File: config.mk
export PLATFORM = sky130hd
export DESIGN_NAME = change_dispenser
export DESIGN_NICKNAME = d
export VERILOG_FILES = /design/src/rtl/vend_pkg.sv /design/src/rtl/coin_tube_counter.sv /design/src/rtl/change_dispenser.sv
export SDC_FILE = /design/constraint.sdc
export NUM_CORES = 1
export LEC_CHECK = 0
export ABC_CLOCK_PERIOD_IN_PS = 5900
export CORE_MARGIN = 2
export CORE_UTILIZATION = 45
export DETAILED_ROUTE_END_ITERATION = 6
export GPL_TIMING_DRIVEN = 0
export PLACE_DENSITY = 0.66
export SLEW_MARGIN = 15
export SYNTH_ARGS = -nofsm -noshare
export SYNTH_HDL_FRONTEND = slang
export SYNTH_SLANG_ARGS = --single-unit
File: constraint.sdc
create_clock -name clk -period 5.9 [get_ports clk]
set_input_delay 1.18 -clock clk [delete_from_list [all_inputs] [get_ports clk]]
set_output_delay 1.18 -clock clk [all_outputs]
set_load 0.005 [all_outputs]
File: src/rtl/vend_pkg.sv
// Shared vending definitions: coin values, cents width, dispenser state encoding.
// Used by the controller, the upstream coin logic and the change dispenser.
package vend_pkg;

  localparam int CENTS_W = 7;

  localparam logic [CENTS_W-1:0] COIN_NICKEL   = 7'd5;
  localparam logic [CENTS_W-1:0] COIN_DIME     = 7'd10;
  localparam logic [CENTS_W-1:0] COIN_QUARTER  = 7'd25;
  localparam logic [CENTS_W-1:0] PRODUCT_PRICE = 7'd65;

  typedef enum logic [1:0] {
    DISP_IDLE   = 2'd0,
    DISP_SELECT = 2'd1,
    DISP_EJECT  = 2'd2,
    DISP_SETTLE = 2'd3
  } disp_state_t;

  function automatic logic [CENTS_W-1:0] cents_sat_add(input logic [CENTS_W-1:0] a,
                                                       input logic [CENTS_W-1:0] b);
    logic [CENTS_W:0] s;
    s = {1'b0, a} + {1'b0, b};
    return s[CENTS_W] ? {CENTS_W{1'b1}} : s[CENTS_W-1:0];
  endfunction

  // Odd cents below a nickel cannot be paid by any tube and are dropped.
  function automatic logic [CENTS_W-1:0] round_to_nickel(input logic [CENTS_W-1:0] a);
    return (a / COIN_NICKEL) * COIN_NICKEL;
  endfunction

endpackage

File: src/rtl/coin_tube_counter.sv
// Saturating up/down inventory counter for one coin tube; 1-cycle update latency.
// Simultaneous inc and dec cancel; dec at zero and inc at full are ignored.
module coin_tube_counter #(
  parameter int W    = 5,
  parameter int INIT = 8
) (
  input  logic         clk,
  input  logic         rst_n,
  input  logic         inc,
  input  logic         dec,
  output logic [W-1:0] cnt
);

  logic [W-1:0] cnt_q;
  logic [W-1:0] cnt_d;

  always_comb begin
    cnt_d = cnt_q;
    if (inc && !dec && (cnt_q != {W{1'b1}})) begin
      cnt_d = cnt_q + W'(1);
    end else if (dec && !inc && (cnt_q != '0)) begin
      cnt_d = cnt_q - W'(1);
    end
  end

  always_ff @(posedge clk or negedge rst_n) begin
    if (!rst_n) begin
      cnt_q <= W'(INIT);
    end else begin
      cnt_q <= cnt_d;
    end
  end

  assign cnt = cnt_q;

endmodule

File: src/rtl/change_dispenser.sv
// Greedy change payout over three finite coin tubes, one solenoid pulse per coin, owed balance on shortfall.
// First pulse two cycles after a request; requests arriving while busy accumulate, nothing is dropped.
module change_dispenser
  import vend_pkg::*;
#(
  parameter int NICKEL_INIT  = 8,
  parameter int DIME_INIT    = 8,
  parameter int QUARTER_INIT = 8,
  parameter int CNT_W        = 5,
  parameter int PULSE_CYCLES = 4,
  parameter int GAP_CYCLES   = 2
) (
  input  logic             clk,
  input  logic             rst_n,
  input  logic [6:0]       change_in,
  input  logic             refill_n,
  input  logic             refill_d,
  input  logic             refill_q,
  input  logic             owed_clr,
  output logic             eject_n,
  output logic             eject_d,
  output logic             eject_q,
  output logic             busy,
  output logic             done,
  output logic             short,
  output logic [6:0]       owed,
  output logic [CNT_W-1:0] cnt_n,
  output logic [CNT_W-1:0] cnt_d,
  output logic [CNT_W-1:0] cnt_q
);

  localparam int TMR_MAX = (PULSE_CYCLES > GAP_CYCLES) ? PULSE_CYCLES : GAP_CYCLES;
  localparam int TMR_W   = $clog2(TMR_MAX + 1);

  disp_state_t        state_q, state_d;
  logic [CENTS_W-1:0] remaining_q, remaining_d;
  logic [CENTS_W-1:0] owed_q, owed_d;
  logic [TMR_W-1:0]   timer_q, timer_d;
  logic               eject_n_q, eject_n_d;
  logic               eject_d_q, eject_d_d;
  logic               eject_q_q, eject_q_d;
  logic               busy_q, busy_d;
  logic               done_q, done_d;
  logic               short_q, short_d;

  logic               req;
  logic [CENTS_W-1:0] rin;
  logic               pick_n, pick_d, pick_q;
  logic [CENTS_W-1:0] coin_val;
  logic               dec_n, dec_d, dec_q;

  coin_tube_counter #(.W(CNT_W), .INIT(NICKEL_INIT)) u_tube_n (
    .clk(clk), .rst_n(rst_n), .inc(refill_n), .dec(dec_n), .cnt(cnt_n)
  );
  coin_tube_counter #(.W(CNT_W), .INIT(DIME_INIT)) u_tube_d (
    .clk(clk), .rst_n(rst_n), .inc(refill_d), .dec(dec_d), .cnt(cnt_d)
  );
  coin_tube_counter #(.W(CNT_W), .INIT(QUARTER_INIT)) u_tube_q (
    .clk(clk), .rst_n(rst_n), .inc(refill_q), .dec(dec_q), .cnt(cnt_q)
  );

  always_comb begin
    req      = (change_in != '0);
    rin      = round_to_nickel(change_in);
    pick_q   = (remaining_q >= COIN_QUARTER) && (cnt_q != '0);
    pick_d   = !pick_q && (remaining_q >= COIN_DIME) && (cnt_d != '0);
    pick_n   = !pick_q && !pick_d && (remaining_q >= COIN_NICKEL) && (cnt_n != '0);
    coin_val = pick_q ? COIN_QUARTER : (pick_d ? COIN_DIME : COIN_NICKEL);

    state_d     = state_q;
    remaining_d = remaining_q;
    owed_d      = owed_clr ? '0 : owed_q;
    timer_d     = timer_q;
    eject_n_d   = eject_n_q;
    eject_d_d   = eject_d_q;
    eject_q_d   = eject_q_q;
    done_d      = 1'b0;
    short_d     = 1'b0;
    dec_n       = 1'b0;
    dec_d       = 1'b0;
    dec_q       = 1'b0;

    case (state_q)
      DISP_IDLE: begin
        if (req) begin
          remaining_d = rin;
          state_d     = DISP_SELECT;
        end
      end
      DISP_SELECT: begin
        if (pick_q || pick_d || pick_n) begin
          remaining_d = cents_sat_add(remaining_q - coin_val, rin);
          dec_q       = pick_q;
          dec_d       = pick_d;
          dec_n       = pick_n;
          eject_q_d   = pick_q;
          eject_d_d   = pick_d;
          eject_n_d   = pick_n;
          timer_d     = TMR_W'(PULSE_CYCLES - 1);
          state_d     = DISP_EJECT;
        end else begin
          if (remaining_q != '0) begin
            owed_d  = cents_sat_add(owed_d, remaining_q);
            short_d = 1'b1;
          end
          done_d = 1'b1;
          // A request landing on the closing cycle starts a fresh payout right away.
          remaining_d = rin;
          state_d     = req ? DISP_SELECT : DISP_IDLE;
        end
      end
      DISP_EJECT: begin
        remaining_d = cents_sat_add(remaining_q, rin);
        if (timer_q == '0) begin
          eject_n_d = 1'b0;
          eject_d_d = 1'b0;
          eject_q_d = 1'b0;
          timer_d   = TMR_W'(GAP_CYCLES - 1);
          state_d   = DISP_SETTLE;
        end else begin
          timer_d = timer_q - TMR_W'(1);
        end
      end
      DISP_SETTLE: begin
        remaining_d = cents_sat_add(remaining_q, rin);
        if (timer_q == '0) begin
          state_d = DISP_SELECT;
        end else begin
          timer_d = timer_q - TMR_W'(1);
        end
      end
      default: state_d = DISP_IDLE;
    endcase

    busy_d = (state_d != DISP_IDLE);
  end

  always_ff @(posedge clk or negedge rst_n) begin
    if (!rst_n) begin
      state_q     <= DISP_IDLE;
      remaining_q <= '0;
      owed_q      <= '0;
      timer_q     <= '0;
      eject_n_q   <= 1'b0;
      eject_d_q   <= 1'b0;
      eject_q_q   <= 1'b0;
      busy_q      <= 1'b0;
      done_q      <= 1'b0;
      short_q     <= 1'b0;
    end else begin
      state_q     <= state_d;
      remaining_q <= remaining_d;
      owed_q      <= owed_d;
      timer_q     <= timer_d;
      eject_n_q   <= eject_n_d;
      eject_d_q   <= eject_d_d;
      eject_q_q   <= eject_q_d;
      busy_q      <= busy_d;
      done_q      <= done_d;
      short_q     <= short_d;
    end
  end

  assign eject_n = eject_n_q;
  assign eject_d = eject_d_q;
  assign eject_q = eject_q_q;
  assign busy    = busy_q;
  assign done    = done_q;
  assign short   = short_q;
  assign owed    = owed_q;

endmodule

==> After elaboration in Yosys (flattened, before gate mapping) <==
Index checks and enable logic that the tools add are counted.
{ "word_totals": {"inputBits": 13, "reg_bits": 40, "output_inout_bits": 28, "wordCells": 129} }
{ "classes": {"n_addsub": 11, "mux": 46, "div": 1, "n_reduce_logical": 44, "mul": 1, "n_eq_ne": 10, "magnitude_cmp": 3} }
{ "op_table": {"columns": ["op", "count"], "rows": [
  ["$mux 7", 9],
  ["$mux 5", 7],
  ["$add 7x7->8", 3],
  ["$pmux 7 s3", 1],
  ["$logic_and 1x1->1", 18],
  ["$mux 1", 16],
  ["$add 5x1->5 const B", 3],
  ["$ne 5x5->1 const B", 3],
  ["$reduce_bool 5->1", 3],
  ["$sub 5x1->5 const B", 3],
  ["$reduce_bool 7->1", 2],
  ["$reduce_bool 2->1", 5],
  ["$mux 3", 3],
  ["$pmux 3 s3", 1],
  ["$logic_not 1->1", 8],
  ["$mux 2", 4],
  ["$ne 2x2->1 const B", 4],
  ["$pmux 2 s4", 1],
  ["$div 7x3->7 const B", 1],
  ["$ge 7x3->1 const B", 1],
  ["$ge 7x4->1 const B", 1],
  ["$ge 7x5->1 const B", 1],
  ["$mul 7x3->7 const B", 1],
  ["$sub 7x5->7", 1],
  ["other kinds (11)", 16]
]} }

==> Depth between registers and ports, before layout <==
{ "depth": {"depth_word": 16, "depth_mapped": 19, "depth_no_buf": 17} }

==> Modules after synthesis <==
A second synthesis with hierarchy kept.
{ "hier_totals": {"cells_unflattened": 502, "area_unflattened_um2": 4309.1} }
{ "by_module_without_submodules": {"columns": ["mod", "n_inst", "area_each_um2", "cells_per_inst", "seq_area_each_um2"], "rows": [
  ["change_dispenser", 1, 3059.2, 379, 625.6],
  ["coin_tube_counter", 3, 416.6, 41, 126.4]
]} }

==> Least setup slack after synthesis <==
Ideal clock, no wire load.
{ "synth_timing": {"path_type": "input -> register", "from": "in change_in[5]", "to": "reg remaining_q[0]", "path_stages": 19, "setup_time_ns": 0.140, "required_time_ns": 5.760, "n_path_buf": 2, "arrival_ns": 5.115, "setup_slack_ns": 0.645, "cell_sequence": "clkbuf_1 > clkbuf_1 > inv_1 > nor2_1 > o21ai_0 > a21o_1 > o311ai_1 > ha_1 > ha_1 > inv_1 > fa_1 > inv_1 > ha_1 > or3_1 > o31ai_1 > nor3b_1 > or3_1 > o41ai_1 > o221ai_1"} }
{ "synth_between": {"elab_chain_cells": 6, "word_cells_on_any_way": 11, "cone_classes": "2 x add/sub; 1 x mul; 1 x div; 1 x eq/ne; 5 x mux; 1 x reduce/logical"} }
{ "synth_lines": {"columns": ["element", "line", "rtl"], "rows": [
  ["start: declaration", "change_dispenser.sv:15", "input logic [6:0] change_in,"],
  ["$div 7x3->7", "vend_pkg.sv:28", "return (a / COIN_NICKEL) * COIN_NICKEL;"],
  ["$mul 7x3->7", "vend_pkg.sv:28", null],
  ["$add 7x7->8", "vend_pkg.sv:22", "s = {1'b0, a} + {1'b0, b};"],
  ["$mux 7", "vend_pkg.sv:23", "return s[CENTS_W] ? {CENTS_W{1'b1}} : s[CENTS_W-1:0];"],
  ["$mux 7", "change_dispenser.sv:91", "if (pick_q || pick_d || pick_n) begin"],
  ["$pmux 7 s3", "change_dispenser.sv:83", "case (state_q)"],
  ["end signal: assignment", "change_dispenser.sv:152", "remaining_q <= remaining_d;"],
  ["end: declaration", "change_dispenser.sv:36", "logic [CENTS_W-1:0] remaining_q, remaining_d;"]
]} }
Parallel ways exist; a longest one is shown, timed or not. The select of a mux whose other input is x is not followed.
A chain may end at the register's enable or synchronous reset.

==> Worst setup path after layout <==
{ "layout_timing": {"from": "in change_in[6]", "to": "reg remaining_q[0]"} }
The elaborated chain is that of the path after synthesis.

==> metrics.md <==
| Metric | Value |
|---|---|
| Status | completed |
| RSZ-0062 raised after global routing | false |
| Num ports | 41 |
| DP Cell Count | 613 |
| Ant. Diodes | 0 |
| Clock-pin slew on the worst setup and hold paths | 0.08 ns |
| Cell variety after synth | 69 |
| Die width | 98.5 um |
| Synth Area in Simple Gates | 16.8% |
| Multi-input gate area | 0.00288 mm^2 |
| First-pass GRT wire length | 16600 um |
| Critical path's top delay family | compound AO/OA/AOI/OAI gates |
| Die area | 0.00970 mm^2 |
| XOR/XNOR Fraction of Synth Area | 6.98% |
| Final antenna-violating net count | 0 |
| Seq/Total Area, Yosys | 25.0% |
| Hold Slack | 0.523 ns |
| Setup CP Type | input port to register |
| Worst Hold Class | register to register |
| Worst Setup Start Kind | input port |
| Finished Core Util | 54.8% |
| Crit path required time | 6.06 ns |
| Starting density of the core | 46.3% |
| Nets | 574 |
| Cells after Synth | 465 |
| Wire length on met3 | 290 um |
| Routed met1 length | 4560 um |
| Clock Latency Late Sink | 0.29 ns |
| Slew HR | 54.0% |
| Async SR Flop Fraction | 100% |
| Reg-to-reg slack, setup | 1.42 ns |
| Core Area | 0.00868 mm^2 |
| Max-cap violation count | 0 |
| GRT Util Overall | 20.5% |
| CTS Sinks | 40 |
| Total power | 2.66 mW |
| Place WS | -0.668 ns |
| Main synth FF type | dfrtp_1 |
| Crit path DAT | 5.75 ns |
| Die height | 98.5 um |
| Non-filler cells, final | 620 |
| Hold Vio Cnt, Final | 0 |
| RePlAce Congestion | 0.929 |
| Mapped cell area | 0.00402 mm^2 |
| Yosys reg bits | 40 |
| DR top layer | met4 |
| Post-Syn Nets | 528 |
| Largest family of logic cells by synthesized area | compound AO/OA/AOI/OAI gates |
| CP Cell Sequence | clkdlybuf4s50_1 > clkbuf_2 > clkbuf_4 > nor3b_1 > o21ai_0 > o21ai_0 > a211oi_2 > o311ai_4 > ha_1 > ha_1 > inv_1 > fa_1 > inv_1 > ha_1 > or3_1 > o31ai_1 > nor3b_1 > or3_4 > o41ai_2 > o221ai_1 |
| Hold depth | 1 |
| Clock Tree Buf Depth | 2 |
| Leakage Power | 2.08 nW |
| Post CTS Setup Buffer Count | 0 |
| CP max stage delay | 0.49 ns |
| Final worst slack | 0.309 ns |
| H-tree depth | 2 |
| Area Growth Syn to Fin | 18.3% |
| CP Max Fanout | 10 |
| Worst Max-Slew Pin Slew | 0.691 ns |
| Vias per cell | 5.84 |
| Crit path buf inv count | 5 |
| Drt pass-1 iters | 4 |
| CTS buffer count | 5 |
| Via count | 3621 |
| Initial DRC Count | 172 |
| CTS tree | done |
| Final Max Tran Viols | 0 |
| Peak VDD IR | 221 uV |
| Most frequent cells in the layout | ha_1, dfrtp_1, clkdlybuf4s50_1 |
| Crit path depth | 20 |
| CP max-delay cell | clkdlybuf4s50_1 |
| Root Buffer | clkbuf_8 |
| Post-route cell area | 0.00475 mm^2 |
| Vias in the first global route | 3554 |
| Skew final | 0.00930 ns |
| Power Dens Cells | 559 mW/mm^2 |
| Global route total overflow | 0 |
| Setup_tns | 0 ns |
| Port Buffers | 39 |
| Compound-cell area share of the yosys netlist | 26.5% |
| Row count | 34 |
| Tcrit/Tclk final | 94.8% |
| Layout filler cell count | 779 |
| Largest net degree at the start of global routing | 23 |
| Drt drc | 0 |
| Fin crit period | 5.59 ns |
| Final WL | 9760 um |
| Post-Syn Area per Cell | 8.64 um^2 |
| Adder-Cell Fraction of Synth Area | 17.3% |
| Placed inst area | 0.00456 mm^2 |
| Most used cell, CP | ha_1 |
| Mux share of post-synthesis cell area | 2.99% |
| F_max | 179 MHz |
| Setup crit end kind | register |
| DP HPWL | 7720 um |
| FF+latch area | 0.00100 mm^2 |
| Number of flops mapped to enable cells by yosys | 0 |
| Commonest non-fill, non-tap cell in the layout | ha_1 |
| Layout cells sized above 1 | 8.40% |
| DR WL/cell | 15.7 um |
| Syn. warnings | 0 |
| Path depth of the worst reg2reg path | 16 |
| Finish-stage setup viols | 0 |
| Met2 Wirelength | 4800 um |
| Initial antenna violation count | 0 |
==> state kept, by name (all words and copies together) (netlist names), 2 cells and up <==
signal,cells
state_q,2
u_tube_n.cnt,5
timer_q,3
remaining_q,7
owed,7
u_tube_d.cnt,5
u_tube_q.cnt,5
==> synthesized netlist by cell type (all sizes together) (3+ instances only) <==
cell | instances | area share (%)
ha | 42 | 13
nor2 | 38 | 3.6
dfrtp | 37 | 23
o21ai | 34 | 4.2
inv | 33 | 3.1
a21oi | 31 | 3.9
nand2 | 27 | 2.6
xnor2 | 20 | 4.4
nor2b | 15 | 2.3
a21o | 14 | 2.6
clkbuf | 13 | 1.2
nor3 | 12 | 1.6
xor2 | 12 | 2.6
a211oi | 8 | 1.6
fa | 8 | 4.0
or3 | 7 | 1.1
mux2 | 6 | 1.7
nand3 | 6 | 0.87
o211ai | 6 | 1.1
o21a | 6 | 1.1
o31ai | 6 | 1.1
a22oi | 5 | 0.93
a2bb2oi | 5 | 1.1
nand2b | 5 | 0.78
o221ai | 5 | 1.1
mux2i | 4 | 1.3
o21bai | 4 | 0.75
or2 | 4 | 0.69
a31oi | 3 | 0.47
dfstp | 3 | 2.0
nor3b | 3 | 0.56
nor4 | 3 | 0.47
==> what timing repair did <==
item                                   4_1_cts  5_1_grt
pin swaps                                    0        2
hold buffers                                 0        0
setup endpoints to repair                    7        7
endpoints found under the hold margin        0        0
resized for setup                            5       13
==> report_power, final <==
part           switching [mW]  internal (mW)  total [mW]
sequential              0.162          0.397       0.558
combinational           0.957          0.874        1.83
clock                  0.0996          0.169       0.269
total                    1.22           1.44        2.66
==> per-layer routing <==
layer  global-route usage (%)  vias to the layer above
met2                     37.5                       74
met4                     4.32                        0
met3                     1.91                       11
met5                        0                        -
li1                         -                     1799
met1                     26.5                     1737
==> worst paths after layout <==
kind / start / to
max: change_in[6] / remaining_q[0]
min: u_tube_d.cnt[4] / u_tube_d.cnt[4]
max reg2reg: u_tube_q.cnt[1] / remaining_q[0]
min reg2reg: u_tube_d.cnt[4] / u_tube_d.cnt[4]
max in group asynchronous: rst_n / u_tube_d.cnt[3]
min in group asynchronous: rst_n / u_tube_n.cnt[2]
==> kinds of logic after synthesis <==
family	count (synthesis)
XOR/XNOR	32
adder cells (fa/ha/maj)	51
AO/OA/AOI/OAI	154
flip-flops	40
buffers and inverters	47
multiplexers	10
AND/OR/NAND/NOR	131
==> cell type report <==
type                            instances  area share, %
Timing Repair Buffer                   40           8.74
Inverter                               34           2.69
Buffer                                 12           1.13
Sequential cell                        40           21.1
Clock inverter                          2           1.26
Clock buffer                            6           1.53
Tap cell                              108           2.84
Multi-Input combinational cell        378           60.7
Note: power is estimated with default switching activity, not from simulation.
